### config.mk
export PLATFORM = sky130hd
export DESIGN_NAME = gcd_master_slave
export DESIGN_NICKNAME = d
export VERILOG_FILES = /design/src/rtl/gcd_pkg.sv /design/src/rtl/gcd_engine.sv /design/src/rtl/gcd_master_slave.sv
export SDC_FILE = /design/constraint.sdc
export NUM_CORES = 1
export LEC_CHECK = 0
export ABC_AREA = 1
export BUFFER_PORTS_ARGS = -buffer_cell sky130_fd_sc_hd__buf_2
export CAP_MARGIN = 20
export CORE_MARGIN = 10
export CORE_UTILIZATION = 35
export DETAILED_ROUTE_END_ITERATION = 8
export GPL_TIMING_DRIVEN = 0
export SYNTH_ARGS = -nofsm -noshare
export SYNTH_HDL_FRONTEND = slang
export SYNTH_HIERARCHICAL = 1
export SYNTH_SLANG_ARGS = --single-unit
### constraint.sdc
create_clock -name clk_i -period 1.8 [get_ports clk_i]
set_input_delay 0.18 -clock clk_i [delete_from_list [all_inputs] [get_ports clk_i]]
set_output_delay 0.18 -clock clk_i [all_outputs]
set_load 0.005 [all_outputs]
### src/rtl/gcd_pkg.sv
// rtl/gcd_pkg.sv - shared width default and engine state encoding for the GCD block
package gcd_pkg;

  localparam int GCD_WIDTH = 4;

  typedef enum logic [1:0] {
    IDLE = 2'd0,
    CALC = 2'd1,
    DONE = 2'd2
  } gcd_state_e;

endpackage

### src/rtl/gcd_engine.sv
// rtl/gcd_engine.sv - subtractive GCD engine (slave); busy only in CALC, valid only in DONE
module gcd_engine
  import gcd_pkg::*;
#(
  parameter int WIDTH = GCD_WIDTH
) (
  input  logic             clk_i,
  input  logic             rst_ni,
  input  logic             req,
  input  logic [WIDTH-1:0] a,
  input  logic [WIDTH-1:0] b,
  input  logic             y_en,
  output logic             busy,
  output logic             valid,
  output logic [WIDTH-1:0] y_data
);

  gcd_state_e       state_q, state_d;
  logic [WIDTH-1:0] a_q, a_d, b_q, b_d, y_q, y_d;

  always_ff @(posedge clk_i or negedge rst_ni) begin
    if (!rst_ni) begin
      state_q <= IDLE;
      a_q     <= '0;
      b_q     <= '0;
      y_q     <= '0;
    end else begin
      state_q <= state_d;
      a_q     <= a_d;
      b_q     <= b_d;
      y_q     <= y_d;
    end
  end

  always_comb begin
    state_d = state_q;
    a_d     = a_q;
    b_d     = b_q;
    y_d     = y_q;
    case (state_q)
      IDLE: begin
        if (req) begin
          a_d     = a;
          b_d     = b;
          state_d = CALC;
        end
      end
      CALC: begin
        // Zero operand terminates too, so gcd(0,x)=x and gcd(0,0)=0 without underflow
        if (a_q == b_q || a_q == '0 || b_q == '0) begin
          y_d     = (b_q == '0) ? a_q : b_q;
          state_d = DONE;
        end else if (a_q > b_q) begin
          a_d = a_q - b_q;
        end else begin
          b_d = b_q - a_q;
        end
      end
      DONE: begin
        if (req) begin
          a_d     = a;
          b_d     = b;
          state_d = CALC;
        end else if (y_en) begin
          state_d = IDLE;
        end
      end
      default: state_d = IDLE;
    endcase
  end

  assign busy   = (state_q == CALC);
  assign valid  = (state_q == DONE);
  assign y_data = y_q;

endmodule

### src/rtl/gcd_master_slave.sv
// rtl/gcd_master_slave.sv - operand capture front end (master) driving the GCD engine
module gcd_master_slave
  import gcd_pkg::*;
#(
  parameter int WIDTH = GCD_WIDTH
) (
  input  logic             clk_i,
  input  logic             rst_ni,
  input  logic [WIDTH-1:0] a_data,
  input  logic [WIDTH-1:0] b_data,
  input  logic             a_en,
  input  logic             b_en,
  input  logic             y_en,
  output logic             a_rdy,
  output logic             b_rdy,
  output logic             y_rdy,
  output logic [WIDTH-1:0] y_data
);

  logic [WIDTH-1:0] a_q, b_q;
  logic             a_vld, b_vld;
  logic             busy, valid, req;

  assign a_rdy = !busy;
  assign b_rdy = !busy;
  assign y_rdy = valid;

  // Held off while the engine computes so a completed operand pair is never dropped
  assign req = a_vld && b_vld && !busy;

  always_ff @(posedge clk_i or negedge rst_ni) begin
    if (!rst_ni) begin
      a_q   <= '0;
      b_q   <= '0;
      a_vld <= 1'b0;
      b_vld <= 1'b0;
    end else begin
      if (req) begin
        a_vld <= 1'b0;
        b_vld <= 1'b0;
      end
      if (a_en && a_rdy) begin
        a_q   <= a_data;
        a_vld <= 1'b1;
      end
      if (b_en && b_rdy) begin
        b_q   <= b_data;
        b_vld <= 1'b1;
      end
    end
  end

  gcd_engine #(.WIDTH(WIDTH)) u_engine (
    .clk_i  (clk_i),
    .rst_ni (rst_ni),
    .req    (req),
    .a      (a_q),
    .b      (b_q),
    .y_en   (y_en),
    .busy   (busy),
    .valid  (valid),
    .y_data (y_data)
  );

endmodule

After elaboration in Yosys (flattened, before gate mapping)
Cells that the tools add are included.
- flip-flop bits (word level): 24
- word-level logic and storage cells: 56
- equal/unequal tests: 10
- reductions and logical operators: 18
- order comparisons: 1
- muxes and demuxes: 17
- add/sub/neg operators: 2
- operators with widths (operator ; number):
    $mux W4 ; 7
    $pmux W4 S2 ; 2
    $logic_not A4 Y1 ; 2
    $mux W2 ; 4
    $reduce_and A4 Y1 ; 2
    $sub A4 B4 Y4 ; 2
    $ne A2 B1 Y1 const B ; 3
    $ne A2 B2 Y1 const B ; 3
    $pmux W2 S3 ; 1
    $reduce_bool A2 Y1 ; 3
    $eq A4 B4 Y1 ; 1
    $gt A4 B4 Y1 ; 1
    $logic_and A1 B1 Y1 ; 4
    $mux W1 ; 3
    $ne A3 B2 Y1 const B ; 1
    $reduce_and A3 Y1 ; 1
    $eq A2 B1 Y1 const B ; 1
    $eq A2 B2 Y1 const B ; 1
    $logic_not A2 Y1 ; 1
    $logic_or A1 B1 Y1 ; 2
    $reduce_and A2 Y1 ; 1
    $reduce_or A2 Y1 ; 1
    $logic_not A1 Y1 ; 1

Logic depth before layout (Yosys ltp)
Gate-level depths: netlist of run 1.
- depth in word-level cells: 5
- depth in mapped cells: 12
- gate-level depth less buffers: 12

Hierarchy
Netlist of run 1, hierarchy kept.
- modules (own cells, without submodules) (module ; area an instance (um2) ; instances ; cells an instance ; sequential area each (um2)):
    gcd_engine ; 1072.3 ; 1 ; 143 ; 350.3
    gcd_master_slave ; 409.1 ; 1 ; 49 ; 250.2

Worst setup path after synthesis of run 1
Ideal clock, no wire load.
- kind: register to register
- from: register u_engine.a_q[0]
- to: register u_engine.a_q[2]
- stages on the path, launching flop included: 13
- setup slack: 160 ps
- arrival: 1524 ps
- path through: dfrtp_1 -> inv_1 -> ha_1 -> inv_1 -> fa_1 -> nand3_1 -> nand3_1 -> nand2_1 -> nand2_1 -> nand2_1 -> nor2_1 -> nand2_1 -> nand2_1
- word-level cells in the longest chain between the ends: 5
- elaborated cells between the ends (all ways): 12
- those cells by class: add/sub (1); order compare (1); eq/ne (3); mux (3); reduce/logical (4)
- ends and longest elaborated chain (item ; RTL line ; text):
    start, declared ; gcd_engine.sv:19 ; logic [WIDTH-1:0] a_q, a_d, b_q, b_d, y_q, y_d;
    start signal, assigned ; gcd_engine.sv:24 ; a_q <= '0;
    start signal, assigned ; gcd_engine.sv:29 ; a_q <= a_d;
    parallel branches: the longest is 5 deep, another holds $sub A4 B4 Y4 ; - ;
Parallel ways; which one is timed is not known. The select of a mux whose other input is x is not followed.
A chain may end at the register's enable or synchronous reset.

Worst setup path in the final report of run 1
Same ends and word-level chain as after synthesis.

==> results of run 1 <==
## routing by layer
metal / wire (um) / vias to the layer above / GRT usage (%)
li1: - / 654 / -
met1: 1700 / 530 / 12.4
met2: 1450 / 26 / 13.6
met3: 171 / 4 / 2.39
met4: 28 / 0 / 3.14
met5: 0 / - / 0
## worst reg2reg max path, stage by stage, from the launching register on
cell,delay [ns]
dfrtp_1,0.43
inv_2,0.07
ha_1,0.14
inv_1,0.07
fa_2,0.36
nand3_2,0.08
nand3_2,0.08
nand2_1,0.09
nand2_2,0.08
nand2_2,0.08
nor2_2,0.04
nand2_1,0.05
nand2_1,0.04
## report_power, final
part	total [mW]	switching (mW)	internal, mW	leakage, nW
Clock	0.474	0.177	0.297	0.0357
Combinational	2.29	1.38	0.910	0.664
Sequential	0.954	0.182	0.772	0.298
## registers in the layout, indices dropped and copies added (netlist names)
| name | count |
|---|---|
| b_q | 4 |
| u_engine/a_q | 4 |
| b_vld | 1 |
| a_vld | 1 |
| u_engine/state_q | 2 |
| u_engine/y_data | 4 |
| a_q | 4 |
| u_engine/b_q | 4 |
## timing repair
action	in CTS	in global routing
hold buffers	1	0
setup buffers	0	6
setup endpoints to repair	0	8
hold endpoints to repair	24	0
resized for setup	0	12
## final timing paths
check | from | end | slack, ns | depth (start not counted)
setup reg to reg | u_engine/a_q[0] | u_engine/a_q[2] | 0.1 | 12
max in group asynchronous | rst_ni | u_engine/a_q[1] | 0.98 | 2
hold / removal | y_en | u_engine/state_q[1] | 0.07 | 2
hold reg to reg | u_engine/y_data[3] | u_engine/y_data[3] | 0.47 | 2
setup / recovery | u_engine/a_q[0] | u_engine/a_q[2] | 0.1 | 12
min in group asynchronous | rst_ni | b_q[0] | 0.42 | 2
## cells by family (layout without fill, tap and decap cells)
family	count (synthesis)	count (layout)	synth area share (%)
buffers and inverters	28	58	8.19
AND/OR/NAND/NOR	115	115	35.6
AO/OA/AOI/OAI	14	14	5.83
adder cells (fa/ha/maj)	9	9	8.61
flip-flops	24	24	40.5
XOR/XNOR	2	2	1.18
## placed cells by master (no fill, tap or decap), types with 3 or more instances in the layout
master    Yosys  final
clkbuf_8      0      3
ha_1          7      6
dfrtp_1      24     23
inv_2         6      7
o21ai_0       7      7
nor2_1        8      7
nand3_2       1      4
inv_1        17     16
nand3_1      12      9
nand2_2       3      5
buf_2         2     21
buf_4         1      6
nand2_1      82     80
## per-stage QoR
step	std cells	TNS (ns)	hold slack, ns
finish	272	0	0.0668
global route	272	-0.0744	0.0786
CTS	266	0	0.0653
detailed placement	261	0	0.206
global placement	261	0	0.204
floorplan	192	0	-0.116
## area by class of cell
| cell class | count | area, um^2 | area share [%] |
|---|---|---|---|
| Buffer | 4 | 28.8 | 1.58 |
| Clock buffer | 3 | 41.3 | 2.27 |
| Clock inverter | 1 | 30.0 | 1.65 |
| Inverter | 24 | 92.6 | 5.09 |
| Multi-Input combinational cell | 140 | 801 | 44.0 |
| Sequential cell | 24 | 602 | 33.1 |
| Tap cell | 50 | 62.6 | 3.44 |
| Timing Repair Buffer | 26 | 163 | 8.93 |
==> impl_metrics.json, run 1 <==
{
  "yosys-top-cells-area": "dfrtp_1 41%, nand2_1 21%, ha_1 5.9%",
  "ys_warn_count": 6,
  "antenna_cells": 0,
  "cts_tree": "yes",
  "ys.flop_type": "dfrtp_1",
  "postSynth.asyncResetShare_pct": 100,
  "maxCapViolCount": 0,
  "yosysTopAreaCell": "dfrtp_1",
  "place_congestion": 0.837,
  "slew_headroom_pct": 63.8,
  "htree_levels": 1,
  "slew_violations": 0,
  "drc": 0,
  "cp_cell_sequence": "inv_2 > ha_1 > inv_1 > fa_2 > nand3_2 > nand3_2 > nand2_1 > nand2_2 > nand2_2 > nor2_2 > nand2_1 > nand2_1",
  "num_vias": 1214,
  "detailed_place.area_mm2": 0.00164,
  "worst_pin_slew_ns": 0.542,
  "filler_cell_count": 418,
  "first_pass_iters": 4,
  "yosys.cell_types.count": 28,
  "portBuffers": 19,
  "start_util_pct": 36.5,
  "grt_use_total_pct": 9.16,
  "clockBufferDepth": 2,
  "coreArea_mm2": 0.00406,
  "cp_slowest_cell": "dfrtp_1",
  "fin_skew_ns": 0.00371,
  "areaGrowthSynthToFinish_pct": 22.9,
  "power-per-cell-area_mw_per_mm2": 2040,
  "synth_top_area_share_pct": 40.5,
  "drt-vias-per-instance": 4.46,
  "cp_top_family": "simple AND/OR/NAND/NOR gates",
  "syn_inst": 192,
  "cts_root_buf": "clkbuf_8",
  "crit_path_frequent_cell": "nand2_1",
  "netlist_top_cells_count": "82 x nand2_1, 24 x dfrtp_1, 17 x inv_1",
  "antenna_found_initial": 0,
  "antenna_left": 0,
  "drive_above_1_share_pct": 27.5,
  "cts_sinks": 24,
  "synthMostInstantiatedCell": "nand2_1",
  "peakVddDrop_v": 0.000801,
  "netlist_area_mm2": 0.00148,
  "wire_per_inst_um": 12.3,
  "final_hold_viol_count": 0,
  "leakagePower_nw": 0.998,
  "clkTransAtPathRegs_ns": 0.08,
  "cp.required_ns": 1.97,
  "crit_path_max_fanout": 4,
  "gr-total-overflow": 0,
  "cpPeakStageDelay_ns": 0.43,
  "hpwl_um": 2490,
  "finalCriticalPeriod_ns": 1.70,
  "p_total_mw": 3.72,
  "insertion_delay_ns": 0.27,
  "final_cell_area_mm2": 0.00182,
  "ys_seq_area_share_pct": 40.5,
  "drtIter0Drc": 39,
  "utilization_pct": 44.9,
  "outcome": "finished clean",
  "crit_type": "reg -> reg",
  "ys_ff_latch": 24,
  "cp-end-kind": "flop",
  "die_width_um": 85.1,
  "dieArea_mm2": 0.00724,
  "synth_edf_count": 0,
  "place_worst_setup_slack_ns": 0.0186,
  "syn_area_per_cell_um2": 7.72,
  "fp.dieH_um": 85.1,
  "syn_nets": 214,
  "path_buf_inv": 2,
  "hp-class": "in -> reg",
  "totalWireLength_um": 3360,
  "grt_max_degree": 25,
  "critical_path.startpoint_type": "flop",
  "grt_pass1_wl_um": 5550,
  "setup_viol": 0,
  "cts_inserted_buffers": 3,
  "fin_crit_sh_pct": 94.6,
  "nets": 245,
  "row_count": 23,
  "fmax_mhz": 587,
  "ios": 20,
  "layout_setup_ws_ns": 0.0968,
  "arrival_ns": 1.87,
  "grt_pass1_vias": 1174
}
No activity file was read; power rests on OpenSTA's default activity.
==> run 2, diff against run 1 <==
ABC_AREA = unset   (was 1)
SETUP_SLACK_MARGIN = 0.4   (was unset)
==> impl_metrics.json, run 2 <==
{
  "worstHoldStart": "a_data[3]",
  "path_buf_inv": 2,
  "final_hold_viol_count": 0,
  "setup_viol": 13,
  "place_congestion": 0.885,
  "min_path_cells": 2,
  "fp.dieH_um": 84.4,
  "cts_inserted_buffers": 3,
  "peakVddDrop_v": 0.000983,
  "detailed_place.area_mm2": 0.00163,
  "netlist_area_mm2": 0.00145,
  "cp_slowest_cell": "dfrtp_2",
  "synth-simple-area-share_pct": 13.0,
  "layout_common_cells": "18 x dfrtp_1, 18 x buf_2, 18 x buf_4, 13 x mux2_4, 10 x a21oi_1",
  "netlist_top_cells_count": "24 x dfrtp_1, 14 x inv_1, 11 x a21oi_1",
  "share_comb_of_total_power_pct": 67.9,
  "layout_setup_ws_ns": -0.182,
  "fin_skew_ns": 0.00494,
  "final_cell_area_mm2": 0.00199,
  "gr-total-overflow": 0,
  "postSynth.asyncResetShare_pct": 100,
  "ys_seq_area_share_pct": 41.4,
  "ys_ff_latch": 24,
  "antenna_left": 0,
  "power-per-cell-area_mw_per_mm2": 2230,
  "fin_crit_sh_pct": 110,
  "synth_top_family_by_area": "multiplexers",
  "insertion_delay_ns": 0.27,
  "antenna_cells": 0,
  "drive_above_1_share_pct": 54.7,
  "grt_use_met2_pct": 17.8,
  "areaGrowthSynthToFinish_pct": 37.2,
  "cp_top_family": "compound AO/OA/AOI/OAI gates",
  "yosys-top-cells-area": "dfrtp_1 41%, mux2_4 8.3%, ha_1 6.0%",
  "clkTransAtPathRegs_ns": 0.09,
  "row_count": 23,
  "p_sw_mw": 1.75,
  "syn_inst": 126,
  "gr-usage-met1_pct": 10.3,
  "cts_tree": "yes",
  "cts_sinks": 24,
  "hp-class": "in -> reg",
  "drtIter0Drc": 41,
  "synthXorXnorAreaFrac_pct": 1.21,
  "first_pass_iters": 4,
  "filler_cell_count": 347,
  "synthMostInstantiatedCell": "dfrtp_1",
  "start_util_pct": 36.3,
  "muxShareOfSynthArea_pct": 16.3,
  "critPathLaunch": "u_engine/a_q[2]",
  "ios": 20,
  "nets": 195,
  "ys_warn_count": 6,
  "fmax_mhz": 505,
  "yosysTopAreaCell": "dfrtp_1",
  "leakagePower_nw": 0.961,
  "rsz0062_at_grt": "yes",
  "crit_path_max_fanout": 3,
  "finalCriticalPeriod_ns": 1.98,
  "grt_pass1_wl_um": 5750,
  "pwr-share-clk_pct": 7.6,
  "antenna_found_initial": 0,
  "ys.flop_type": "dfrtp_1",
  "grt_max_degree": 25,
  "portBuffers": 19,
  "slew_headroom_pct": 63.6,
  "worst_pin_slew_ns": 0.545,
  "top_usage_layer": "met2",
  "dieArea_mm2": 0.00712,
  "num_vias": 1107,
  "r2r-start": "u_engine/a_q[2]",
  "drt-vias-per-instance": 4.99,
  "synth-compound-area-share_pct": 14.2,
  "grt_use_total_pct": 9.70,
  "switching_share_pct": 39.6,
  "yosys.cell_types.count": 33,
  "slew_violations": 0,
  "arrival_ns": 2.14,
  "synth_top_area_share_pct": 41.4,
  "cp-end-kind": "flop",
  "cp.depth": 7,
  "cp.required_ns": 1.96,
  "maxCapViolCount": 0,
  "p_seq_share_pct": 24.5,
  "violations": "setup timing",
  "wire_per_inst_um": 16.5,
  "cpPeakStageDelay_ns": 0.44,
  "totalWireLength_um": 3670,
  "cts_root_buf": "clkbuf_8",
  "synthAdderAreaFrac_pct": 8.80,
  "grt_pass1_vias": 1219,
  "p_int_mw": 2.67,
  "clockBufferDepth": 2,
  "cp_cell_sequence": "inv_2 > ha_4 > buf_6 > and4_4 > o41ai_4 > a21boi_4 > mux2_4",
  "grtUsageMet3_pct": 2.32,
  "htree_levels": 1,
  "crit_type": "reg -> reg",
  "die_width_um": 84.4,
  "coreArea_mm2": 0.00400,
  "tns_ns": -1.21,
  "hpwl_um": 2290,
  "drc": 0,
  "synth_edf_count": 0,
  "outcome": "finished with violations",
  "reg2reg_depth": 7,
  "syn_nets": 148,
  "syn_area_per_cell_um2": 11.5,
  "critical_path.startpoint_type": "flop"
}
run 2: power groups by stage:
stage               sequential, mW  combinational (mW)  clock (mW)
floorplan                     1.05                1.69           0
global placement              1.11                2.05           0
detailed placement            1.13                2.09           0
CTS                           1.08                2.75       0.342
global route                  1.13                3.25       0.383
finish                        1.09                3.01       0.337
run 2: final timing paths:
kind                              endpoint  slack [ns]
max in group asynchronous  u_engine/b_q[0]        0.98
max reg2reg                u_engine/b_q[0]       -0.18
min reg2reg                          b_vld        0.52
min in group asynchronous            a_vld        0.42
max                        u_engine/b_q[0]       -0.18
min                                 a_q[3]        0.14
run 2: final cells by class:
cell class	instances	area, um^2	share of cell area [%]
flip-flops and latches	24	608	30.6
plain buffers	4	58.8	2.96
well taps	50	62.6	3.14
repair buffers	42	292	14.7
inverters	14	56.3	2.83
clock buffers	4	45.0	2.26
multi-input cells	84	867	43.6
run 2: repair_timing:
item | 4_1_cts | 5_1_grt
hold buffers | 1 | 0
endpoints found under the hold margin | 24 | 0
pin swaps | 1 | 1
buffers inserted | 12 | 10
resized for setup | 30 | 7
setup endpoints to repair | 25 | 24
run 2: kinds of logic after synthesis:
logic type / count (synthesis)
buffers and inverters: 18
DFF: 24
xor gates and xnor gates: 2
and+or+nand+nor: 27
AOI/OAI and AO/OA: 27
muxes: 19
adders and majority gates: 9
run 2: layer usage:
layer  share of wire [%]  routed length [um]
met5                   0                   0
met4                 2.9                 106
met3                 2.9                 105
met2                  55                2030
met1                  39                1430
run 2: metrics by stage:
step	power, mW	utilization [%]	hold slack (ns)	setup WS, ns	cells
after global placement	3.16	40.9	0.189	-0.323	195
after CTS	4.17	47.5	0.133	-0.137	212
after detailed placement	3.21	40.9	0.199	-0.364	195
after floorplan	2.74	-	-0.116	-0.161	126
final	4.43	49.7	0.135	-0.182	222
after global routing	4.76	49.7	0.128	-0.237	222
